$ cat src/rtl/cdc_reset_receiver_pkg.sv
// Shared types for the CDC reset receiver: FSM state encoding and pulse counter width.
package cdc_reset_receiver_pkg;

   typedef enum logic [1:0] {
      ST_IDLE  = 2'd0,
      ST_PULSE = 2'd1,
      ST_ACK   = 2'd2
   } state_t;

   // Wide enough for the largest legal pulse length (255).
   localparam int PCNT_W = 8;

endpackage

$ cat src/rtl/cdc_level_sync.sv
// Multi-flop level synchronizer for a single asynchronous bit; output is the last stage.
module cdc_level_sync #(
   parameter int STAGES = 3
) (
   input  logic clk,
   input  logic rst_n,
   input  logic d,
   output logic q
);

   logic [STAGES-1:0] sync_q;

   always_ff @(posedge clk or negedge rst_n) begin
      if (!rst_n) begin
         sync_q <= '0;
      end else begin
         sync_q <= {sync_q[STAGES-2:0], d};
      end
   end

   assign q = sync_q[STAGES-1];

endmodule

$ cat src/rtl/cdc_reset_receiver.sv
// Receives a 4-phase reset request from a foreign domain, emits a fixed-width
// synchronous reset pulse, then acknowledges until the request is withdrawn.
module cdc_reset_receiver
   import cdc_reset_receiver_pkg::*;
#(
   parameter int SYNC_STAGES = 3,
   parameter int PULSE_WIDTH = 4,
   parameter int CNT_W       = 8
) (
   input  logic             clk,
   input  logic             rst_n,
   input  logic             req_async,
   output logic             ack,
   output logic             rst_pulse_out,
   output logic             busy,
   output logic [CNT_W-1:0] req_count,
   input  logic             err_clr,
   output logic             proto_err,
   output state_t           state_dbg
);

   // Handshake: req_async/ack is a 4-phase level pair. ack rises after the pulse,
   // stays high while req is seen high, and drops one cycle after req_s is seen low.
   localparam logic [PCNT_W-1:0] PULSE_LOAD = PCNT_W'(PULSE_WIDTH - 1);

   state_t            state;
   logic [PCNT_W-1:0] pulse_cnt;
   logic              req_s;
   logic              err_set;

   cdc_level_sync #(
      .STAGES (SYNC_STAGES)
   ) u_req_sync (
      .clk   (clk),
      .rst_n (rst_n),
      .d     (req_async),
      .q     (req_s)
   );

   // Withdrawn before ack is visible: during the pulse, or on the first ACK cycle.
   assign err_set = !req_s && ((state == ST_PULSE) || ((state == ST_ACK) && !ack));

   always_ff @(posedge clk or negedge rst_n) begin
      if (!rst_n) begin
         state         <= ST_IDLE;
         pulse_cnt     <= '0;
         ack           <= 1'b0;
         rst_pulse_out <= 1'b0;
         req_count     <= '0;
         proto_err     <= 1'b0;
      end else begin
         rst_pulse_out <= (state == ST_PULSE);
         ack           <= (state == ST_ACK);
         if (err_set) begin
            proto_err <= 1'b1;
         end else if (err_clr) begin
            proto_err <= 1'b0;
         end
         case (state)
            ST_IDLE: begin
               if (req_s) begin
                  state     <= ST_PULSE;
                  pulse_cnt <= PULSE_LOAD;
                  req_count <= req_count + 1'b1;
               end
            end
            ST_PULSE: begin
               if (pulse_cnt == '0) begin
                  state <= ST_ACK;
               end else begin
                  pulse_cnt <= pulse_cnt - 1'b1;
               end
            end
            ST_ACK: begin
               if (!req_s) begin
                  state <= ST_IDLE;
               end
            end
            default: state <= ST_IDLE;
         endcase
      end
   end

   assign busy      = (state != ST_IDLE);
   assign state_dbg = state;

endmodule

$ cat config.mk
export PLATFORM = sky130hd
export DESIGN_NAME = cdc_reset_receiver
export DESIGN_NICKNAME = d
export VERILOG_FILES = /design/src/rtl/cdc_reset_receiver_pkg.sv /design/src/rtl/cdc_level_sync.sv /design/src/rtl/cdc_reset_receiver.sv
export SDC_FILE = /design/constraint.sdc
export NUM_CORES = 1
export LEC_CHECK = 0
export CORE_ASPECT_RATIO = 0.75
export CORE_MARGIN = 1.5
export CORE_UTILIZATION = 55
export DETAILED_ROUTE_END_ITERATION = 8
export PLACE_DENSITY_LB_ADDON = 0.2
export SLEW_MARGIN = 20
export SYNTH_ARGS = -nofsm -noshare
export SYNTH_HDL_FRONTEND = slang
export SYNTH_HIERARCHICAL = 1
export SYNTH_SLANG_ARGS = --single-unit
$ cat constraint.sdc
create_clock -name clk -period 2.46 [get_ports clk]
set_input_delay 0.246 -clock clk [delete_from_list [all_inputs] [get_ports clk]]
set_output_delay 0.246 -clock clk [all_outputs]
set_load 0.1 [all_outputs]
**Word level (Yosys, flattened, before mapping)**

Cells that the tools add are included.

- Logic and storage cells: 37
- Output and inout bits: 14
- Input bits: 4
- Flip-flop bits (word level): 24

- Equality and inequality tests: 6
- Muxes and demuxes: 9
- Reductions and logical operators: 13
- $add $sub $neg: 2

Operators with widths:

| cell | count |
|---|---|
| 8-bit 2-to-1 mux | 2 |
| 8-bit one-hot mux with 2 select lines | 1 |
| 8-bit by 1-bit adder with 8-bit output (second input constant) | 1 |
| 8-bit zero test | 1 |
| 8-bit by 1-bit subtractor with 8-bit output (second input constant) | 1 |
| 2-bit 2-to-1 mux | 3 |
| 2-bit one-hot mux with 3 select lines | 1 |
| 3-bit AND reduction | 2 |
| 2-bit nonzero test | 3 |
| 2-bit by 1-bit inequality test with 1-bit output (second input constant) | 2 |
| 2-bit inequality test (second input constant) | 2 |
| 2-bit by 1-bit equality test with 1-bit output (second input constant) | 1 |
| 2-bit equality test (second input constant) | 1 |
| 1-bit logical AND | 2 |
| 1-bit zero test | 2 |
| 2-bit zero test | 1 |
| 1-bit 2-to-1 mux | 2 |
| 2-bit AND reduction | 1 |
| 1-bit logical OR | 1 |

**Depth between registers and ports, before layout**

Gate-level depths: netlist of run 1.

- Depth in word-level cells: 5
- Gate-level depth with buffers: 5
- Mapped depth without buffers: 5

**Hierarchy**

Netlist of run 1, hierarchy kept.

Modules (own cells, without submodules):

| module | sequential area each (sq um) | instances | cells each | area each (sq um) |
|---|---|---|---|---|
| cdc_reset_receiver | 525.5 | 1 | 97 | 1037.2 |
| cdc_level_sync | 75.1 | 1 | 3 | 75.1 |

**Worst setup path after synthesis of run 1**

Ideal clock, no wire load.

- Path type: register to register
- Start: reg state[0] (netlist: state_dbg[0])
- End: reg pulse_cnt[5]
- Slack: 0.287 ns
- Path buffers: 0
- Clock period less this slack: 2.173 ns
- Cell stages (with the launch flop): 4
- Arrival time: 2.091 ns
- Data required time: 2.378 ns
- Setup time: 0.082 ns
- Path through: dfrtp_1 > or4b_4 > or4_1 > a21oi_1

- Longest elaborated chain between the ends: 3
- Elaborated cells on any way between the ends: 7
- Those cells by class: 3 x eq/ne; 1 x mux; 3 x reduce/logical

Ends and longest elaborated chain:

| what | line | source |
|---|---|---|
| start, declared | cdc_reset_receiver.sv:26 | `state_t state;` |
| start signal, assigned | cdc_reset_receiver.sv:45 | `state <= ST_IDLE;` |
| start signal, assigned | cdc_reset_receiver.sv:62 | `state <= ST_PULSE;` |
| start signal, assigned | cdc_reset_receiver.sv:69 | `state <= ST_ACK;` |
| 2-bit by 1-bit equality test with 1-bit output or 2-bit zero test (tied branches) | cdc_reset_receiver.sv:59 | `case (state)` |
| 2-bit inequality test (no line), or another cell as far along | -- |  |
| 3-bit AND reduction (no line) | -- |  |
| end signal, assigned | cdc_reset_receiver.sv:71 | `pulse_cnt <= pulse_cnt - 1'b1;` |
| end, declared | cdc_reset_receiver.sv:27 | `logic [PCNT_W-1:0] pulse_cnt;` |

Parallel ways exist; a longest one is shown, timed or not.
A chain may end at the register's enable or synchronous reset.

**Worst setup path after layout of run 1**

- Start: reg state[1] (netlist: state_dbg[1])
- End: reg pulse_cnt[5]

The elaborated chain is that of the path after synthesis.

==> results of run 1 <==
## cell type report
class                   count  area [um2]
clock buffers               4       36.28
fillers                   133       508.0
inverters                   4       15.01
multi-input cells          69       484.2
flip-flops and latches     24       600.6
well taps                  22       27.53
repair buffers             19       150.1
## placed cells by master (no fill, tap or decap), types with 2 or more instances in the layout
cell type and instances:
clkdlybuf4s50_1 3, nor3_1 3, xor2_1 3, nand2_1 6, nor4_1 3, dfrtp_1 24, nor3b_1 3, or3_1 2
nand3_1 2, o31ai_1 2, or2_2 2, o311ai_0 3, o21ai_0 4, inv_1 4, nor2b_1 3, xnor2_1 4
clkbuf_4 3, nor2_1 2, ha_1 3, nand4_1 3, a21oi_1 3, buf_4 16, or4_1 2
## how the worst min path moves through the flow
stage | from | cells past startpoint | endpoint
3_5_place_dp | u_req_sync/sync_q[1] | 0 | u_req_sync/sync_q[2]
4_1_cts | rst_n | 2 | pulse_cnt[3]
5_1_grt | rst_n | 2 | pulse_cnt[0]
3_3_place_gp | u_req_sync/sync_q[1] | 0 | u_req_sync/sync_q[2]
6_report | rst_n | 2 | pulse_cnt[2]
2_1_floorplan | rst_n | 0 | ack
## state kept, by name, summed over array words and instances (netlist names)
name               cells
pulse_cnt              8
req_count              8
u_req_sync/sync_q      3
state_dbg              2
ack                    1
proto_err              1
rst_pulse_out          1
## cell families after synthesis
logic type | after synthesis
simple gates | 38
flops | 24
compound gates | 21
xor+xnor | 7
buf+inv | 7
fa+ha+maj | 3
## stage by stage
stage	hold slack, ps	utilization	setup WS [ps]
after floorplan	-49.59	-	287.2
final	261.8	0.7212	625.6
after detailed placement	337.9	0.7012	673.5
after global placement	333.1	0.7012	752.1
after CTS	258.2	0.7212	637.8
after global routing	297.5	0.7212	558.7
## routing by layer
metal	vias up	global-route usage	wire, um
met5	-	0	0
met4	0	0.09268	74
met3	13	0.08633	146
met2	45	0.3095	938
met1	397	0.3262	1045
li1	413	-	-
## worst max-delay path, stage by stage, from the launching register on
cell and delay (ps):
dfrtp_1 490, or4b_4 590, or4_1 530, a21oi_1 160
==> results.toml, run 1 <==
[worst_setup_path]
rrSetupSlack_ps = 630
cp_max_fo = 10
worst-setup-path-type = "reg -> reg"
setup.worst_path.end = "pulse_cnt[5]"
reg2reg_from = "state_dbg[1]"
critPathLaunchType = "flop"
r2r_end = "pulse_cnt[5]"
crit_arrival_ps = 2080
worstPathRequired_ps = 2710
critPathLaunch = "state_dbg[1]"
critPathCaptureType = "flop"
r2r_cells = 3

[floorplan]
die-area_mm2 = 0.002304
io_pins = 18
initial_utilization = 0.6106
fp.coreArea_mm2 = 0.001822
die_height_um = 41.95
fp-row-count = 13
dieWidth_um = 54.93

[sta]
period_minus_slack_ps = 1834
max_slew.worst_pin.slew_ps = 381.2
min_period_over_period = 0.7457
hold_viol = 0
fin_setup_tns_ps = 0
finalSetupViolCount = 0
worst_slew_margin_rel = 0.7439
timing.fmax_mhz = 545.1
maxSlewViolCount = 0
rsz0062_at_grt = "no"
fin_skew_ps = 6.200

[placed_design]
hpwl_um = 1558
gp_congestion = 0.8330
dp_cells = 138
port_buffers = 17
place_area_mm2 = 0.001277

[grt]
antenna_found_initial = 0
grt_start_max_net_pins = 25
grt_pass1_vias = 801
grt_pass1_wl_um = 3670
grt.overflow.total = 0
grt.total_usage = 0.2281

[cts]
clock_path_buffers = 2
clkSinkCount = 24
hold_buffers = 0
post_cts_buffers = 0
worst_skew_pair.late_latency_ps = 320
cts_buffers = 3
path_clk_slew_ps = 130
cts_tree = "yes"
cts_max_level = 1
cts_resized = 0
root_buffer = "clkbuf_4"

[route]
via_per_inst = 6.113
drt_iter0_drc = 37
detailroute.via_count = 868
drt_wl_total_um = 2204
wl_per_cell_um = 15.52
drc = 0
first_pass_iters = 4
ant_nets = 0

[synthesis]
muxShareOfSynthArea = 0
synth-xor-area-share = 0.05512
synth-compound-area-share = 0.1350
synth_commonest_cells = "24 x dfrtp_1, 6 x nand2_1, 4 x inv_1, 4 x o21ai_0, 4 x xnor2_1"
netlist_instances = 100
yosysMostFrequentCell = "dfrtp_1"
ys_types = 38
synth-simple-area-share = 0.2115
ys.flop_type = "dfrtp_1"
netlist.area_leader.share = 0.5399
synth_seq_cells = 24
syn-num-nets = 107
synthAdderAreaFrac = 0.03375
seq_area_frac_synth = 0.5399
synth_top_family_by_area = "simple AND/OR/NAND/NOR gates"
synthesis.area_mm2 = 0.001112
synth_enable_flop_cells = 0
yosys.area.top_type = "dfrtp_1"
synthArstFlopShare = 1.000
synth.avg_cell_area_um2 = 11.12
synth_area_leaders = "dfrtp_1 54%, ha_1 3.4%, xnor2_1 3.1%"
yosysWarnings = 6

[status]
status = "completed"

[finish]
diodes = 0
drive_above_1_share = 0.2167
design_area_mm2 = 0.001314
synthToLayoutAreaGrowth_pct = 18.11
final_cells = 142
nets = 128

[worst_hold_path]
min_path_type = "in -> async"

[job]
maxCapViolCount = 0
Power of run 1 is left out: the tool's default activity adds up to more than one toggle a clock period on the data nets, which glitch-free logic cannot reach.
==> run 2, diff against run 1 <==
--- a/config.mk
+++ b/config.mk
@@ -7,7 +7,7 @@
 export LEC_CHECK = 0
 export CORE_ASPECT_RATIO = 0.75
 export CORE_MARGIN = 1.5
-export CORE_UTILIZATION = 55
+export CORE_UTILIZATION = 51
 export DETAILED_ROUTE_END_ITERATION = 8
 export PLACE_DENSITY_LB_ADDON = 0.2
 export SLEW_MARGIN = 20
==> constraint.sdc (replaced) <==
create_clock -name clk -period 1.7 [get_ports clk]
set_input_delay 0.17 -clock clk [delete_from_list [all_inputs] [get_ports clk]]
set_output_delay 0.17 -clock clk [all_outputs]
set_load 0.1 [all_outputs]
==> run 2 against run 1 <==
Effect of this change:
- highest routed layer unchanged
- fmax rose by 6.7%
- the flow now finishes with violations (setup timing)
- global-route usage is 1.7 points lower
- largest cell class unchanged
- first-iteration DRC count down 35%
==> results.toml, run 2 (synthesis results as in run 1) <==
[status]
status = "finished, violations left"
violations = "setup timing"

[placed_design]
hpwl_um = 1715
port_buffers = 17
gp_congestion = 0.8686
dp_cells = 147

[route]
drt_wl_total_um = 2431
detailroute.via_count = 915
first_pass_iters = 4
drt_iter0_drc = 24
drc = 0
via_per_inst = 6.060
ant_nets = 0
wl_per_cell_um = 16.10

[cts]
path_clk_slew_ps = 140
cts_max_level = 1
clkSinkCount = 24
post_cts_buffers = 0
worst_skew_pair.late_latency_ps = 330
cts_tree = "yes"
cts_buffers = 3
root_buffer = "clkbuf_4"
hold_buffers = 0
clock_path_buffers = 2

[grt]
grt_start_max_net_pins = 25
grt_pass1_wl_um = 3974
antenna_found_initial = 0
grt.total_usage = 0.2111
grt_pass1_vias = 886
grt.overflow.total = 0

[floorplan]
die-area_mm2 = 0.002473
die_height_um = 43.45
io_pins = 18
fp-row-count = 14
initial_utilization = 0.5474
fp.coreArea_mm2 = 0.002032
dieWidth_um = 56.93

[finish]
drive_above_1_share = 0.2992
final_cells = 151
multi_input_area_um2 = 510.5
final_common_cell = "dfrtp_1"
seqCellArea_um2 = 608.1
mostFrequentLayoutCells = "22 x dfrtp_1, 13 x buf_4, 10 x buf_12"
diodes = 0
synthToLayoutAreaGrowth_pct = 36.45
nets = 135
largestRegisters = "pulse_cnt (8), req_count (8), u_req_sync/sync_q (3)"
fillers = 137

[worst_setup_path]
r2r_end = "pulse_cnt[5]"
crit_family = "simple AND/OR/NAND/NOR gates"
critPathCaptureType = "flop"
r2r_cells = 3
path_buf_inv = 0
critPathLaunchType = "flop"
slowest_delay_ps = 540
crit_arrival_ps = 1980
setup.worst_path.end = "pulse_cnt[5]"
critPathLaunch = "state_dbg[1]"
critPathSlowestCell = "or4b_4"
crit_cells = 3
cp_max_fo = 5
reg2reg_from = "state_dbg[1]"
worstPathRequired_ps = 1970
crit_path_cell_trace = "or4b_4 -> or4_1 -> a21oi_1"
rrSetupSlack_ps = -20
worst-setup-path-type = "reg -> reg"

[sta]
hold_viol = 0
worst_slew_margin_rel = 0.7389
fin_skew_ps = 11.20
timing.fmax_mhz = 581.7
max_slew.worst_pin.slew_ps = 388.1
period_minus_slack_ps = 1719
min_period_over_period = 1.011
finalSetupViolCount = 1
whs_ps = 170.3
maxSlewViolCount = 0
setup_ws_ps = -18.99
rsz0062_at_grt = "yes"

[job]
maxCapViolCount = 0

[power_and_ir_drop]
power_density_mw_per_mm2 = 2006
p_leak_nw = 0.6680
ir_drop_mv = 1.562

[worst_hold_path]
min_path_type = "in -> async"
-- run 2: changes by cell type in the layout (fill, tap and decap cells not counted), moves of 2 or more --
| cell | before | now |
|---|---|---|
| dfrtp_4 | 0 | 2 |
| nor3_2 | 0 | 2 |
| nor3_1 | 3 | 1 |
| buf_12 | 0 | 10 |
| buf_4 | 16 | 13 |
| dfrtp_1 | 24 | 22 |
-- run 2: report_power, final --
group / internal [mW] / switching (mW) / leakage [nW]
Combinational: 0.706 / 1.13 / 0.356
Sequential: 0.745 / 0.191 / 0.297
Clock: 0.0920 / 0.175 / 0.0150
Total: 1.54 / 1.50 / 0.668
-- run 2: worst reg2reg max path, cell delays in order (launching register included) --
cell and delay, ps:
dfrtp_4 500, or4b_4 540, or4_1 490, a21oi_1 130
-- run 2: repair_timing --
| action | CTS | global route |
|---|---|---|
| gates resized for setup | 0 | 3 |
| pin swaps | 1 | 0 |
| cloned | 0 | 0 |
| setup endpoints to repair | 1 | 8 |
-- run 2: how the worst min path moves through the flow --
| stage | startpoint | endpoint | slack (ps) | cells past startpoint |
|---|---|---|---|---|
| floorplan | rst_n | ack | -130 | 0 |
| global placement | u_req_sync/sync_q[1] | u_req_sync/sync_q[2] | 340 | 0 |
| detailed placement | u_req_sync/sync_q[1] | u_req_sync/sync_q[2] | 340 | 0 |
| CTS | rst_n | pulse_cnt[3] | 180 | 2 |
| global route | rst_n | pulse_cnt[3] | 210 | 2 |
| finish | rst_n | pulse_cnt[3] | 170 | 2 |
-- run 2: cell type report --
type | count | area share
Multi-Input combinational cell | 69 | 0.3364
Timing Repair Buffer | 26 | 0.2160
Tap cell | 24 | 0.01979
Sequential cell | 24 | 0.4007
Inverter | 4 | 0.009893
Clock buffer | 4 | 0.01731
-- run 2: per-layer routing --
layer,part of all wire,up-vias,GRT usage
li1,-,426,-
met1,0.45,430,0.2777
met2,0.47,51,0.3379
met3,0.069,8,0.06567
met4,0.011,0,0.06977
met5,0,-,0
-- run 2: per-stage QoR --
step	utilization	power, mW	setup slack [ps]	area, um2	setup TNS, ps
detailed placement	0.7297	2.741	-3.641	1483	-3.641
CTS	0.7426	3.011	-18.84	1509	-18.84
floorplan	-	2.126	-165.4	1154	-604.8
global placement	0.7297	2.694	35.23	1483	0
finish	0.7469	3.044	-18.99	1518	-18.99
global route	0.7469	3.184	-66.51	1518	-104.9
Power figures use the tool's default switching activity.
==> run 3, diff against run 2 <==
--- a/config.mk
+++ b/config.mk
@@ -10,6 +10,7 @@
 export CORE_UTILIZATION = 51
 export DETAILED_ROUTE_END_ITERATION = 8
 export PLACE_DENSITY_LB_ADDON = 0.2
+export SETUP_SLACK_MARGIN = 0.15
 export SLEW_MARGIN = 20
 export SYNTH_ARGS = -nofsm -noshare
 export SYNTH_HDL_FRONTEND = slang
==> run 3 against run 2 <==
Effect of this change:
- the flow still finishes with violations (setup timing)
- utilization is 7.4 points higher
- first-iteration DRC count is 8.3% higher
- largest cell class unchanged
- hold slack better by 4.2 ps
- combinational power is 13% higher
- worst setup slack better by 7.2 ps
- final cell count is 5.3% higher
- critical path depth stayed put
- non-clock buffer count is 7 higher
- largest power group unchanged
- die area stayed put
==> results.toml, run 3 (synthesis results as in run 1) <==
[worst_setup_path]
crit_arrival_ps = 1980
slowest_delay_ps = 540
worstPathRequired_ps = 1970
crit_path_cell_trace = "or4b_4 -> or4_4 -> a21oi_2"
critPathCaptureType = "flop"
cp_max_fo = 4
critPathLaunchType = "flop"
path_buf_inv = 0
crit_family = "simple AND/OR/NAND/NOR gates"
worst-setup-path-type = "reg -> reg"
critPathSlowestCell = "or4b_4"

[placed_design]
gp_congestion = 0.8685
dp_cells = 147
dp_worst_setup_slack_ps = -3.641
hpwl_um = 1715
port_buffers = 17
place_area_mm2 = 0.001483

[route]
first_pass_iters = 4
ant_nets = 0
drt_wl_total_um = 2602
drt_iter0_drc = 26
via_per_inst = 5.887
detailroute.via_count = 936
drc = 0
wl_per_cell_um = 16.36

[cts]
worst_skew_pair.late_latency_ps = 330
path_clk_slew_ps = 140
clock_path_buffers = 2
cts_tree = "yes"
root_buffer = "clkbuf_4"
cts_buffers = 3
cts_max_level = 1
hold_buffers = 0
clkSinkCount = 24

[sta]
fin_skew_ps = 14.03
min_period_over_period = 1.007
whs_ps = 174.5
finalSetupViolCount = 1
hold_viol = 0
max_slew.worst_pin.slew_ps = 413.2
worst_slew_margin_rel = 0.7220
period_minus_slack_ps = 1712
setup_ws_ps = -11.80
maxSlewViolCount = 0
timing.fmax_mhz = 584.2
rsz0062_at_grt = "yes"

[floorplan]
fp-row-count = 14
die-area_mm2 = 0.002473
io_pins = 18
die_height_um = 43.45
fp.coreArea_mm2 = 0.002032
initial_utilization = 0.5474
dieWidth_um = 56.93

[grt]
grt.overflow.total = 0
grt_start_max_net_pins = 25
grt_pass1_wl_um = 4222
grt_pass1_vias = 902
grt.total_usage = 0.2266
antenna_found_initial = 0

[power_and_ir_drop]
p_leak_nw = 0.7558
ir_drop_mv = 1.541
power_density_mw_per_mm2 = 1970

[finish]
mostFrequentLayoutCells = "22 x dfrtp_1, 18 x buf_4, 10 x buf_12"
design_area_mm2 = 0.001668
largestRegisters = "pulse_cnt (8), req_count (8), u_req_sync/sync_q (3)"
drive_above_1_share = 0.4222
final_cells = 159
diodes = 0
nets = 143
fillers = 102
final_common_cell = "dfrtp_1"
synthToLayoutAreaGrowth_pct = 49.94

[job]
maxCapViolCount = 0

[worst_hold_path]
min_path_type = "in -> async"

[status]
violations = "setup timing"
status = "finished, violations left"
==> run 3: path summary, 6_finish.rpt <==
kind | depth (start not counted) | to | start | slack, ps
worst max-delay path | 3 | pulse_cnt[5] | state_dbg[1] | -10
worst min-delay path | 2 | pulse_cnt[2] | rst_n | 170
min in group clk | 1 | u_req_sync/sync_q[0] | req_async | 280
worst max register to register | 3 | pulse_cnt[5] | state_dbg[1] | -10
max in group asynchronous | 2 | state_dbg[0] | rst_n | 1270
worst min register to register | 0 | u_req_sync/sync_q[2] | u_req_sync/sync_q[1] | 370
==> run 3: report_power, final <==
group	leakage, nW	switching [mW]	internal [mW]	total [mW]
sequential	0.297	0.196	0.745	0.942
combinational	0.444	1.24	0.837	2.08
clock	0.0150	0.175	0.0920	0.267
==> run 3: metal layers <==
| layer | GRT usage | up-vias | part of all wire |
|---|---|---|---|
| met3 | 0.06567 | 7 | 0.049 |
| li1 | - | 445 | - |
| met4 | 0.1023 | 0 | 0.016 |
| met5 | 0 | - | 0 |
| met1 | 0.3107 | 458 | 0.44 |
| met2 | 0.3379 | 26 | 0.50 |
==> run 3: cell type report <==
class,instances,area [um2],area share
Clock buffer,4,26.28,0.01575
Sequential cell,24,608.1,0.3646
Timing Repair Buffer,33,387.9,0.2326
Tap cell,24,30.03,0.01800
Multi-Input combinational cell,70,600.6,0.3601
Inverter,4,15.01,0.009002
==> run 3: repair_timing <==
item                                    CTS  global route
endpoints found under the setup margin   14            14
pin swaps                                13             5
setup buffers                             6             1
gates cloned                              1             0
resized for setup                        12            11
==> run 3: per-stage QoR <==
step	total power [mW]	TNS [ps]	util
finish	3.285	-11.80	0.8208
global route	3.443	-73.64	0.8208
CTS	3.170	-18.40	0.7894
detailed placement	2.741	-3.641	0.7297
global placement	2.694	0	0.7297
floorplan	2.126	-604.8	-
